### src/rtl/epb_master_ctrl.sv
// EPB initiator: turns single-word user commands into registered EPB bus cycles and waits for rdy.
// Optional WAIT timeout is enabled by defining EPB_MASTER_TIMEOUT_EN.
module epb_master_ctrl #(
  parameter int ADDR_W       = 23,
  parameter int GP_W         = 6,
  parameter int DATA_W       = 16,
  parameter int SETUP_CYCLES = 1,
  parameter int HOLD_CYCLES  = 1
`ifdef EPB_MASTER_TIMEOUT_EN
  , parameter int TIMEOUT_CYCLES = 255
`endif
) (
  input  logic              epb_clk,
  input  logic              epb_rst_n,
  input  logic              cmd_valid,
  output logic              cmd_ready,
  input  logic              cmd_rnw,
  input  logic [ADDR_W-1:0] cmd_addr,
  input  logic [GP_W-1:0]   cmd_addr_gp,
  input  logic [1:0]        cmd_be_n,
  input  logic [DATA_W-1:0] cmd_wdata,
  output logic              rsp_valid,
  output logic [DATA_W-1:0] rsp_rdata,
  output logic              rsp_timeout,
  output logic              epb_cs_n,
  output logic              epb_oe_n,
  output logic              epb_r_w_n,
  output logic [1:0]        epb_be_n,
  output logic [ADDR_W-1:0] epb_addr,
  output logic [GP_W-1:0]   epb_addr_gp,
  output logic [DATA_W-1:0] epb_data_out,
  output logic              epb_data_oe_n,
  input  logic [DATA_W-1:0] epb_data_in,
  input  logic              epb_rdy
);

  localparam logic [2:0] S_IDLE   = 3'd0;
  localparam logic [2:0] S_SETUP  = 3'd1;
  localparam logic [2:0] S_STROBE = 3'd2;
  localparam logic [2:0] S_WAIT   = 3'd3;
  localparam logic [2:0] S_HOLD   = 3'd4;

  localparam int CNT_W = 16;
  localparam logic [CNT_W-1:0] SETUP_LAST = CNT_W'(SETUP_CYCLES - 1);
  localparam logic [CNT_W-1:0] HOLD_LAST  = CNT_W'(HOLD_CYCLES - 1);
`ifdef EPB_MASTER_TIMEOUT_EN
  localparam logic [CNT_W-1:0] TIMEOUT_LAST = CNT_W'(TIMEOUT_CYCLES - 1);
  localparam logic [DATA_W-1:0] TIMEOUT_DATA = DATA_W'(16'hDEAD);
  logic timed_out;
  logic to_flag;
`endif

  logic [2:0]       state, state_nxt;
  logic [CNT_W-1:0] cnt, cnt_nxt;
  logic             accept;

  assign accept = (state == S_IDLE) && cmd_valid && cmd_ready;

  always_comb begin
    state_nxt = state;
    cnt_nxt   = cnt;
`ifdef EPB_MASTER_TIMEOUT_EN
    timed_out = 1'b0;
`endif
    case (state)
      S_IDLE: begin
        if (accept) begin
          state_nxt = S_SETUP;
          cnt_nxt   = '0;
        end
      end
      S_SETUP: begin
        if (cnt == SETUP_LAST) begin
          state_nxt = S_STROBE;
          cnt_nxt   = '0;
        end else begin
          cnt_nxt = cnt + CNT_W'(1);
        end
      end
      S_STROBE: begin
        state_nxt = S_WAIT;
        cnt_nxt   = '0;
      end
      S_WAIT: begin
        // rdy wins over a timeout that would expire in the same cycle
        if (epb_rdy) begin
          state_nxt = S_HOLD;
          cnt_nxt   = '0;
        end
`ifdef EPB_MASTER_TIMEOUT_EN
        else if (cnt == TIMEOUT_LAST) begin
          state_nxt = S_HOLD;
          cnt_nxt   = '0;
          timed_out = 1'b1;
        end else begin
          cnt_nxt = cnt + CNT_W'(1);
        end
`endif
      end
      S_HOLD: begin
        if (cnt == HOLD_LAST) begin
          state_nxt = S_IDLE;
          cnt_nxt   = '0;
        end else begin
          cnt_nxt = cnt + CNT_W'(1);
        end
      end
      default: begin
        state_nxt = S_IDLE;
        cnt_nxt   = '0;
      end
    endcase
  end

  // Every bus output is a flop; they change only on state transitions.
  always_ff @(posedge epb_clk or negedge epb_rst_n) begin
    if (!epb_rst_n) begin
      state         <= S_IDLE;
      cnt           <= '0;
      cmd_ready     <= 1'b0;
      rsp_valid     <= 1'b0;
      rsp_rdata     <= '0;
      epb_cs_n      <= 1'b1;
      epb_oe_n      <= 1'b1;
      epb_r_w_n     <= 1'b1;
      epb_be_n      <= 2'b11;
      epb_addr      <= '0;
      epb_addr_gp   <= '0;
      epb_data_out  <= '0;
      epb_data_oe_n <= 1'b1;
`ifdef EPB_MASTER_TIMEOUT_EN
      to_flag       <= 1'b0;
      rsp_timeout   <= 1'b0;
`endif
    end else begin
      state     <= state_nxt;
      cnt       <= cnt_nxt;
      cmd_ready <= (state_nxt == S_IDLE);
      rsp_valid <= 1'b0;
`ifdef EPB_MASTER_TIMEOUT_EN
      rsp_timeout <= 1'b0;
`endif
      case (state)
        S_IDLE: begin
          if (accept) begin
            epb_cs_n      <= 1'b0;
            epb_addr      <= cmd_addr;
            epb_addr_gp   <= cmd_addr_gp;
            epb_be_n      <= cmd_be_n;
            epb_r_w_n     <= cmd_rnw;
            epb_data_oe_n <= cmd_rnw;
            if (!cmd_rnw) epb_data_out <= cmd_wdata;
          end
        end
        S_SETUP: begin
          if (state_nxt == S_STROBE) epb_oe_n <= ~epb_r_w_n;
        end
        S_WAIT: begin
          if (state_nxt == S_HOLD) begin
            epb_cs_n <= 1'b1;
            epb_oe_n <= 1'b1;
            if (epb_r_w_n) begin
              if (epb_rdy) rsp_rdata <= epb_data_in;
`ifdef EPB_MASTER_TIMEOUT_EN
              else rsp_rdata <= TIMEOUT_DATA;
`endif
            end
`ifdef EPB_MASTER_TIMEOUT_EN
            to_flag <= timed_out;
`endif
          end
        end
        S_HOLD: begin
          if (state_nxt == S_IDLE) begin
            epb_data_oe_n <= 1'b1;
            epb_r_w_n     <= 1'b1;
            epb_be_n      <= 2'b11;
            rsp_valid     <= 1'b1;
`ifdef EPB_MASTER_TIMEOUT_EN
            rsp_timeout   <= to_flag;
`endif
          end
        end
        default: ;
      endcase
    end
  end

`ifndef EPB_MASTER_TIMEOUT_EN
  assign rsp_timeout = 1'b0;
`endif

  // The pad buffer must never drive while the responder is enabled onto the bus.
  a_no_contention: assert property (@(posedge epb_clk) disable iff (!epb_rst_n)
    epb_oe_n || epb_data_oe_n);

endmodule

### config.mk
export PLATFORM = sky130hd
export DESIGN_NAME = epb_master_ctrl
export DESIGN_NICKNAME = d
export VERILOG_FILES = /design/src/rtl/epb_master_ctrl.sv
export SDC_FILE = /design/constraint.sdc
export NUM_CORES = 1
export LEC_CHECK = 0
export CAP_MARGIN = 20
export CORE_UTILIZATION = 30
export DETAILED_ROUTE_END_ITERATION = 16
export PLACE_DENSITY_LB_ADDON = 0.12
export SKIP_CTS_REPAIR_TIMING = 1
export SYNTH_ARGS = -nofsm -noshare
export SYNTH_HDL_FRONTEND = slang
export SYNTH_SLANG_ARGS = --single-unit
### constraint.sdc
create_clock -name epb_clk -period 5.1 [get_ports epb_clk]
set_clock_uncertainty 0.05 [all_clocks]
set_input_delay 0.51 -clock epb_clk [delete_from_list [all_inputs] [get_ports epb_clk]]
set_output_delay 0.51 -clock epb_clk [all_outputs]
set_load 0.005 [all_outputs]
# Word level (Yosys, flattened, before mapping)
# Cells that the tools add are included.
# classes
add_sub_neg	1
eq_ne	11
mux	22
bitwise_logic	2
reduce_logical	16
# op_table
operator	count
$mux W16	3
$pmux W16 S3	1
$add A16 B1 Y16 const B	1
$logic_not A16 Y1	1
$pmux W3 S5	1
$mux W3	4
$reduce_and A3 Y1	4
$ne A2 B2 Y1 const B	5
$eq A3 B2 Y1 const B	3
$mux W1	7
$eq A3 B3 Y1 const B	2
$logic_not A3 Y1	2
$pmux W1 S2	3
$reduce_bool A2 Y1	3
$mux W2	2
$pmux W2 S2	1
$reduce_and A2 Y1	2
$reduce_and A4 Y1	1
$eq A3 B1 Y1 const B	1
$logic_and A1 B1 Y1	2
$not A1 Y1	2
$reduce_or A2 Y1	1
# totals
ff_bits	87
inputBits	68
output_inout_bits	70
wordCells	64

# Depth between registers and ports, before layout
# Gate-level depths: netlist (run 1).
# depth
ltp_word	8
mapped_depth	8
depth_no_buf	7

# Worst setup path before layout (run 1)
# Ideal clock, no wire load.
# synth_timing
kind	reg2reg
from	register state[0]
to	register epb_data_out[1]
setup_time_ns	0.125
t_arrival_ns	1.517
required_time_ns	4.925
path_slack_ns	3.408
stages_incl_launch_ff	7
n_path_buf	2
period_less_slack_ns	1.692
cell_sequence	dfrtp_1 nor2_2 and4b_4 nor2b_4 buf_6 buf_8 mux2_4
# synth_via
elab_chain_len	4
# synth_lines
element	line_no	rtl
start, declared	53	logic [2:0] state, state_nxt;
start signal, assigned	136	state <= state_nxt;
$logic_not A3 Y1 (*)	57, 143	
$logic_and A1 B1 Y1 (2 in series)	57	assign accept = (state == S_IDLE) && cmd_valid && cmd_ready;
$reduce_and A3 Y1 (no line) (*)	n/a	
end signal, assigned	152	if (!cmd_rnw) epb_data_out <= cmd_wdata;
end, declared	31	output logic [DATA_W-1:0] epb_data_out,
# Mark *: on every way between the ends. The rest lies on a longest branch, timed or not.
# A chain may end at the register's enable or synchronous reset.

# Final worst setup path (run 1)
# layout_timing
from	register state[1]
to	register epb_data_out[0]
# The elaborated chain is that of the path after synthesis.

==> results of run 1 <==
==> worst max-delay path: cells and delay by family, from the launching register on <==
family           cells  cell delay, ps
muxes                1             400
DFF                  1             510
and+or+nand+nor      3            1490
==> cell families (layout without fill, tap and decap cells) <==
kind of cell | after synthesis | count (layout) | synth area share
buffers and inverters | 20 | 158 | 0.0392
AOI/OAI and AO/OA | 41 | 41 | 0.0678
other | 1 | 1 | 0.000987
DFF | 87 | 87 | 0.575
adders and majority gates | 2 | 2 | 0.00658
muxes | 62 | 62 | 0.193
and+or+nand+nor | 77 | 77 | 0.118
==> report_power, final <==
group          switching, mW  internal (mW)  total [mW]
sequential             0.165          0.981        1.15
clock                  0.266          0.356       0.621
combinational          0.353          0.781        1.13
total                  0.784           2.12        2.90
==> state kept, by name (all words and copies together) (netlist names), 2 cells and up <==
signal / count
epb_be_n: 2
rsp_rdata: 16
state: 3
epb_addr: 23
epb_data_out: 16
epb_addr_gp: 6
cnt: 16
==> Yosys cell counts, types with 2 or more instances <==
master,number,area (µm²)
dfrtp_1,82,2050
mux2_2,53,597
nand2_1,19,71.3
nor2_1,12,45.0
o21ai_0,11,55.1
mux2_4,9,135
nand3_1,9,45.0
a21o_1,7,52.6
a21oi_1,7,35.0
a31oi_1,6,37.5
buf_6,6,67.6
dfstp_2,5,131
inv_1,5,18.8
nand4_1,5,31.3
nor3_1,5,25.0
buf_4,4,30.0
nor4_1,3,18.8
or3_1,3,18.8
a21oi_2,2,17.5
and2_1,2,12.5
and4_1,2,17.5
buf_2,2,10.0
clkbuf_1,2,7.51
ha_1,2,25.0
nor2b_1,2,12.5
nor3b_1,2,15.0
o21ai_1,2,10.0
==> metrics by stage <==
stage	utilization	setup WS, ps	std cells	cell area, µm²	total power, mW
detailed placement	0.431	2250	580	5250	2.31
finish	0.454	2530	596	5520	2.90
CTS	0.454	2530	596	5520	2.96
global route	0.454	2340	596	5520	3.08
floorplan	-	3410	290	3800	1.62
global placement	0.431	2270	580	5250	2.29
==> path summary, 6_finish.rpt <==
check                          start               to  cells after the start
min in group epb_clk         cnt[15]          cnt[15]                      1
setup reg to reg            state[1]  epb_data_out[0]                      4
hold reg to reg              cnt[15]          cnt[15]                      1
max in group asynchronous  epb_rst_n  epb_data_out[2]                      2
setup / recovery            state[1]  epb_data_out[0]                      4
hold / removal             epb_rst_n          cnt[15]                      1
==> final cells by class <==
type / count / area [µm²] / area share
Timing Repair Buffer: 137 / 1370 / 0.247
Inverter: 5 / 18.8 / 0.00340
Clock buffer: 13 / 260 / 0.0471
Multi-Input combinational cell: 183 / 1470 / 0.266
Clock inverter: 3 / 17.5 / 0.00317
Tap cell: 168 / 210 / 0.0381
Sequential cell: 87 / 2180 / 0.395
==> layer usage <==
metal	global-route usage	part of all wire	up-vias
met5	0	0	-
met4	0.0519	0.012	0
met3	0.0635	0.078	8
met2	0.212	0.47	87
met1	0.165	0.44	1346
li1	-	-	1297
==> impl_metrics.env, run 1 <==
export IMPL_avgSynthCellArea_um2=13.1
export IMPL_antenna_cells=0
export IMPL_drt_iter0_markers=96
export IMPL_leakagePower_nw=2.27
export IMPL_cap_violations=0
export IMPL_grt_max_degree=53
export IMPL_fp_dieArea_um2=13100
export IMPL_synthArstFlopShare=1.00
export IMPL_worst_setup_path_end_kind="flip-flop"
export IMPL_nets=493
export IMPL_synth_area_um2=3800
export IMPL_setup_violations=0
export IMPL_ys_seq_area_frac=0.575
export IMPL_antenna_found_initial=0
export IMPL_synthCells=290
export IMPL_grt_usage=0.137
export IMPL_cts_tree="yes"
export IMPL_rows=40
export IMPL_area_delta_synth_final_pct=45.4
export IMPL_core_area_um2=12200
export IMPL_grt_pass1_vias=2763
export IMPL_wl_per_cell_um=14.5
export IMPL_syn_nets=360
export IMPL_final_cell_mix="clkdlybuf4s50_1, dfrtp_1, mux2_2, nand2_1, nor2_1"
export IMPL_clkSlewWorstSetupHoldPaths_ps=60
export IMPL_worstPathRequired_ps=5270
export IMPL_start_util=0.312
export IMPL_synth_edf_count=0
export IMPL_cts_num_sinks=87
export IMPL_status="complete, no violations"
export IMPL_hold_class="primary input to async pin"
export IMPL_worst_path_max_fanout=38
export IMPL_io_buffers=136
export IMPL_timing_worst_slew_pin_value_ps=659
export IMPL_max_freq_ghz=0.389
export IMPL_detail_route_drc_violations=0
export IMPL_vdd_ir_drop_max_mv=0.238
export IMPL_crit_chain="nor2_2 -> and4b_4 -> nor2b_4 -> mux2_2"
export IMPL_ys_ff_latch=87
export IMPL_worstPathArrival_ps=2750
export IMPL_routed_wl_mm=8.63
export IMPL_tns_ps=0
export IMPL_critPathKind="flip-flop to flip-flop"
export IMPL_slew_viol_final=0
export IMPL_fill_cells=1126
export IMPL_whs_ps=77.5
export IMPL_hpwl_mm=5.92
export IMPL_overflow=0
export IMPL_gp_congestion=0.778
export IMPL_period_share=0.505
export IMPL_via_count=2738
export IMPL_synth_flop_cell="dfrtp_1"
export IMPL_period_minus_slack_ps=2570
export IMPL_viasPerCell=4.59
export IMPL_clock_root_buffer="clkbuf_16"
export IMPL_rsz0062_at_grt="false"
export IMPL_htreeDepth=3
export IMPL_ff2ff_setup_slack_ps=2530
export IMPL_slew_headroom=0.561
export IMPL_yosys_warnings=0
export IMPL_grt_pass1_wl_mm=13.8
export IMPL_die_height_um=115
export IMPL_drive_above_1_share=0.224
export IMPL_crit_path_max_incr_delay_ps=640
export IMPL_clk_latency_ps=340
export IMPL_synthDistinctLibCells=48
export IMPL_firstDrtPassIters=4
export IMPL_startpoint_type="flip-flop"
export IMPL_ant_nets=0
export IMPL_layout_cells_most_common="clkdlybuf4s50_1"
export IMPL_ios=138
export IMPL_finalHoldViolCount=0
export IMPL_die_w_um=115
export IMPL_crit_slowest_cell="nor2b_4"
export IMPL_cts_buffers=9
export IMPL_power_density_nw_per_um2=525
export IMPL_cts_buffer_depth=2
Note: power is estimated with default switching activity, not from simulation.
==> inputs of run 2 (changes only) <==
Clock period 5.1 ns to 2.3 ns, I/O delays scaled along.
==> impl_metrics.env, run 2 (synthesis results as in run 1) <==
export IMPL_regMostFlops="epb_addr"
export IMPL_detail_route_drc_violations=0
export IMPL_slew_viol_final=0
export IMPL_grt_max_degree=34
export IMPL_ios=138
export IMPL_clk_latency_ps=340
export IMPL_firstDrtPassIters=4
export IMPL_cap_violations=0
export IMPL_tns_ps=0
export IMPL_area_delta_synth_final_pct=47.9
export IMPL_finalHoldViolCount=0
export IMPL_grt_pass1_wl_mm=14.5
export IMPL_fin_util=0.462
export IMPL_leakagePower_nw=2.32
export IMPL_viasPerCell=4.61
export IMPL_largest_reg_flops=23
export IMPL_layout_cells_most_common="clkdlybuf4s50_1"
export IMPL_critical_path_top_delay_family="simple AND/OR/NAND/NOR gates"
export IMPL_worst_path_max_fanout=17
export IMPL_wl_per_cell_um=14.4
export IMPL_antenna_cells=0
export IMPL_fin_total_pwr_mw=6.59
export IMPL_io_buffers=136
export IMPL_htreeDepth=3
export IMPL_routed_wl_mm=8.67
export IMPL_fp_dieArea_um2=13100
export IMPL_drive_above_1_share=0.233
export IMPL_vdd_ir_drop_max_mv=0.576
export IMPL_cts_buffers=9
export IMPL_die_height_um=115
export IMPL_worst_setup_path_end_kind="flip-flop"
export IMPL_period_share=0.870
export IMPL_hpwl_mm=6.09
export IMPL_ant_nets=0
export IMPL_max_freq_ghz=0.500
export IMPL_clock_root_buffer="clkbuf_16"
export IMPL_die_w_um=115
export IMPL_crit_slowest_cell="dfrtp_1"
export IMPL_gp_congestion=0.735
export IMPL_overflow=0
export IMPL_worstPathArrival_ps=2170
export IMPL_startpoint_type="flip-flop"
export IMPL_regArea_um2=2180
export IMPL_start_util=0.312
export IMPL_clkSlewWorstSetupHoldPaths_ps=60
export IMPL_cts_tree="yes"
export IMPL_critPathKind="flip-flop to flip-flop"
export IMPL_rsz0062_at_grt="false"
export IMPL_core_area_um2=12200
export IMPL_drt_iter0_markers=106
export IMPL_timing_worst_slew_pin_value_ps=575
export IMPL_crit_path_max_incr_delay_ps=470
export IMPL_hold_class="primary input to async pin"
export IMPL_via_count=2774
export IMPL_status="complete, no violations"
export IMPL_antenna_found_initial=0
export IMPL_cts_num_sinks=87
export IMPL_crit_chain="nor2_2 -> and4b_4 -> nor2b_4 -> buf_4 -> mux2_2"
export IMPL_final_cell_mix="clkdlybuf4s50_1, dfrtp_1, mux2_2, nand2_1, nor2_1"
export IMPL_grt_usage=0.146
export IMPL_multi_input_area_um2=1470
export IMPL_crit_start="state[0]"
export IMPL_power_density_nw_per_um2=1170
export IMPL_fill_cells=1150
export IMPL_cts_buffer_depth=2
export IMPL_r2r_start="state[0]"
export IMPL_setup_violations=0
export IMPL_worstPathRequired_ps=2470
export IMPL_path_buf_inv=1
export IMPL_rows=40
export IMPL_nets=499
export IMPL_slew_headroom=0.613
export IMPL_grt_pass1_vias=2921
export IMPL_period_minus_slack_ps=2000
[run 2: layout make-up]
| cell class | count | share of cell area |
|---|---|---|
| Clock buffer | 14 | 0.0488 |
| Clock inverter | 2 | 0.00690 |
| Inverter | 5 | 0.00334 |
| Multi-Input combinational cell | 183 | 0.261 |
| Sequential cell | 87 | 0.389 |
| Tap cell | 168 | 0.0374 |
| Timing Repair Buffer | 143 | 0.254 |
[run 2: power by group]
group / switching [mW] / leakage, nW / internal [mW] / total (mW)
combinational: 0.802 / 1.09 / 1.76 / 2.56
clock: 0.579 / 0.153 / 0.934 / 1.51
sequential: 0.341 / 1.08 / 2.18 / 2.52
[run 2: through the flow]
step / area [µm²] / hold WS [ps] / instances / setup WS, ps
after floorplan: 3800 / -116 / 290 / 608
after global placement: 5300 / 173 / 585 / 267
after detailed placement: 5300 / 164 / 585 / 225
after CTS: 5610 / -208 / 601 / 260
after global routing: 5620 / 362 / 602 / 59.7
final: 5620 / 343 / 602 / 300
[run 2: final timing paths]
kind	to	slack, ps	depth (start not counted)
hold reg to reg	cnt[15]	450	1
hold / removal	epb_addr[9]	340	2
setup reg to reg	epb_data_out[11]	300	5
max in group asynchronous	epb_oe_n	1170	3
setup / recovery	epb_data_out[11]	300	5
min in group epb_clk	epb_be_n[0]	370	3
[run 2: routing by layer]
layer,track usage,part of all wire,vias up
met5,0,0,-
met4,0.0831,0.019,0
met3,0.0540,0.086,11
met2,0.220,0.47,101
met1,0.179,0.42,1347
li1,-,-,1315
==> inputs of run 3 (changes only) <==
Settings changed: CORE_UTILIZATION 30 to 48, CTS_CLUSTER_SIZE from default to 24.
Clock period 2.3 ns to 2.55 ns, I/O delays scaled along.
==> impl_metrics.env, run 3 (synthesis results as in run 1) <==
export IMPL_core_area_um2=7690
export IMPL_clkSlewWorstSetupHoldPaths_ps=90
export IMPL_grt_pass1_vias=2825
export IMPL_worstPathArrival_ps=2260
export IMPL_worstPathRequired_ps=2730
export IMPL_routed_wl_mm=8.08
export IMPL_rsz0062_at_grt="false"
export IMPL_cts_buffer_depth=2
export IMPL_grt_usage=0.206
export IMPL_ff2ff_setup_slack_ps=470
export IMPL_drive_above_1_share=0.228
export IMPL_ant_nets=0
export IMPL_clk_latency_ps=350
export IMPL_cts_tree="yes"
export IMPL_grt_pass1_wl_mm=13.3
export IMPL_largest_reg_flops=23
export IMPL_ios=138
export IMPL_fin_ws_ps=471
export IMPL_startpoint_type="flip-flop"
export IMPL_gp_congestion=0.820
export IMPL_period_minus_slack_ps=2080
export IMPL_die_w_um=91.0
export IMPL_area_delta_synth_final_pct=41.9
export IMPL_post_place_ws_ps=447
export IMPL_die_height_um=91.0
export IMPL_regMostFlops="epb_addr"
export IMPL_wl_per_cell_um=15.2
export IMPL_timing_worst_slew_pin_value_ps=646
export IMPL_power_density_nw_per_um2=1020
export IMPL_viasPerCell=5.14
export IMPL_rows=32
export IMPL_drt_iter0_markers=144
export IMPL_place_inst=515
export IMPL_final_cells=532
export IMPL_via_count=2737
export IMPL_worst_setup_path_end_kind="flip-flop"
export IMPL_vdd_ir_drop_max_mv=0.506
export IMPL_firstDrtPassIters=4
export IMPL_antenna_found_initial=0
export IMPL_detail_route_drc_violations=0
export IMPL_grt_max_degree=46
export IMPL_cts_buffers=9
export IMPL_htreeDepth=3
export IMPL_finalHoldViolCount=0
export IMPL_placed_cell_area_um2=5180
export IMPL_design_area_um2=5390
export IMPL_leakagePower_nw=2.25
export IMPL_nets=495
export IMPL_tns_ps=0
export IMPL_antenna_cells=0
export IMPL_io_buffers=136
export IMPL_slew_viol_final=0
export IMPL_worst_path_max_fanout=17
export IMPL_cts_num_sinks=87
export IMPL_fp_dieArea_um2=8280
export IMPL_clock_root_buffer="clkbuf_8"
export IMPL_layout_cells_most_common="clkdlybuf4s50_1"
export IMPL_status="complete, no violations"
export IMPL_setup_violations=0
export IMPL_hold_class="primary input to async pin"
export IMPL_critPathKind="flip-flop to flip-flop"
export IMPL_final_cell_mix="clkdlybuf4s50_1, dfrtp_1, mux2_2, nand2_1, nor2_1"
export IMPL_hpwl_mm=5.84
export IMPL_cap_violations=0
export IMPL_start_util=0.494
export IMPL_max_freq_ghz=0.481
export IMPL_period_share=0.815
export IMPL_overflow=0
export IMPL_slew_headroom=0.565
run 3: path summary, 6_finish.rpt:
check / from / endpoint / depth (start not counted)
max: state[1] / epb_data_out[12] / 4
min: epb_rst_n / cnt[0] / 2
max reg2reg: state[1] / epb_data_out[12] / 4
min reg2reg: cnt[15] / cnt[15] / 1
max in group asynchronous: epb_rst_n / epb_oe_n / 3
min in group epb_clk: cmd_be_n[1] / epb_be_n[1] / 3
run 3: final cells by class:
cell class	count	area (µm²)
Multi-Input combinational cell	183	1470
Timing Repair Buffer	139	1400
Fill cell	588	2300
Sequential cell	87	2180
Clock inverter	6	68.8
Inverter	5	18.8
Tap cell	102	128
Clock buffer	10	128
run 3: per-layer routing:
metal  share of wire  global-route usage  vias to the layer above
li1                -                   -                     1303
met5               0                   0                        -
met2            0.47               0.330                       99
met4           0.016              0.0833                        0
met1            0.43               0.256                     1327
met3           0.078              0.0720                        8
run 3: through the flow:
step	hold WS, ps	utilization	total power [mW]
6_report	385	0.701	5.51
5_1_grt	380	0.701	5.82
4_1_cts	-141	0.700	5.58
3_5_place_dp	251	0.674	4.61
3_3_place_gp	248	0.674	4.53
2_1_floorplan	-90.6	-	3.24
run 3: worst max-delay path, cell delays in order (launching register included):
cell	delay, ps
dfrtp_1	500
nor2_2	220
and4b_4	260
nor2b_4	520
mux2_2	400
run 3: report_power, final:
part           internal [mW]  leakage [nW]  switching, mW
Clock                  0.458        0.0968          0.486
Combinational           1.57          1.07          0.700
Sequential              1.96          1.08          0.333
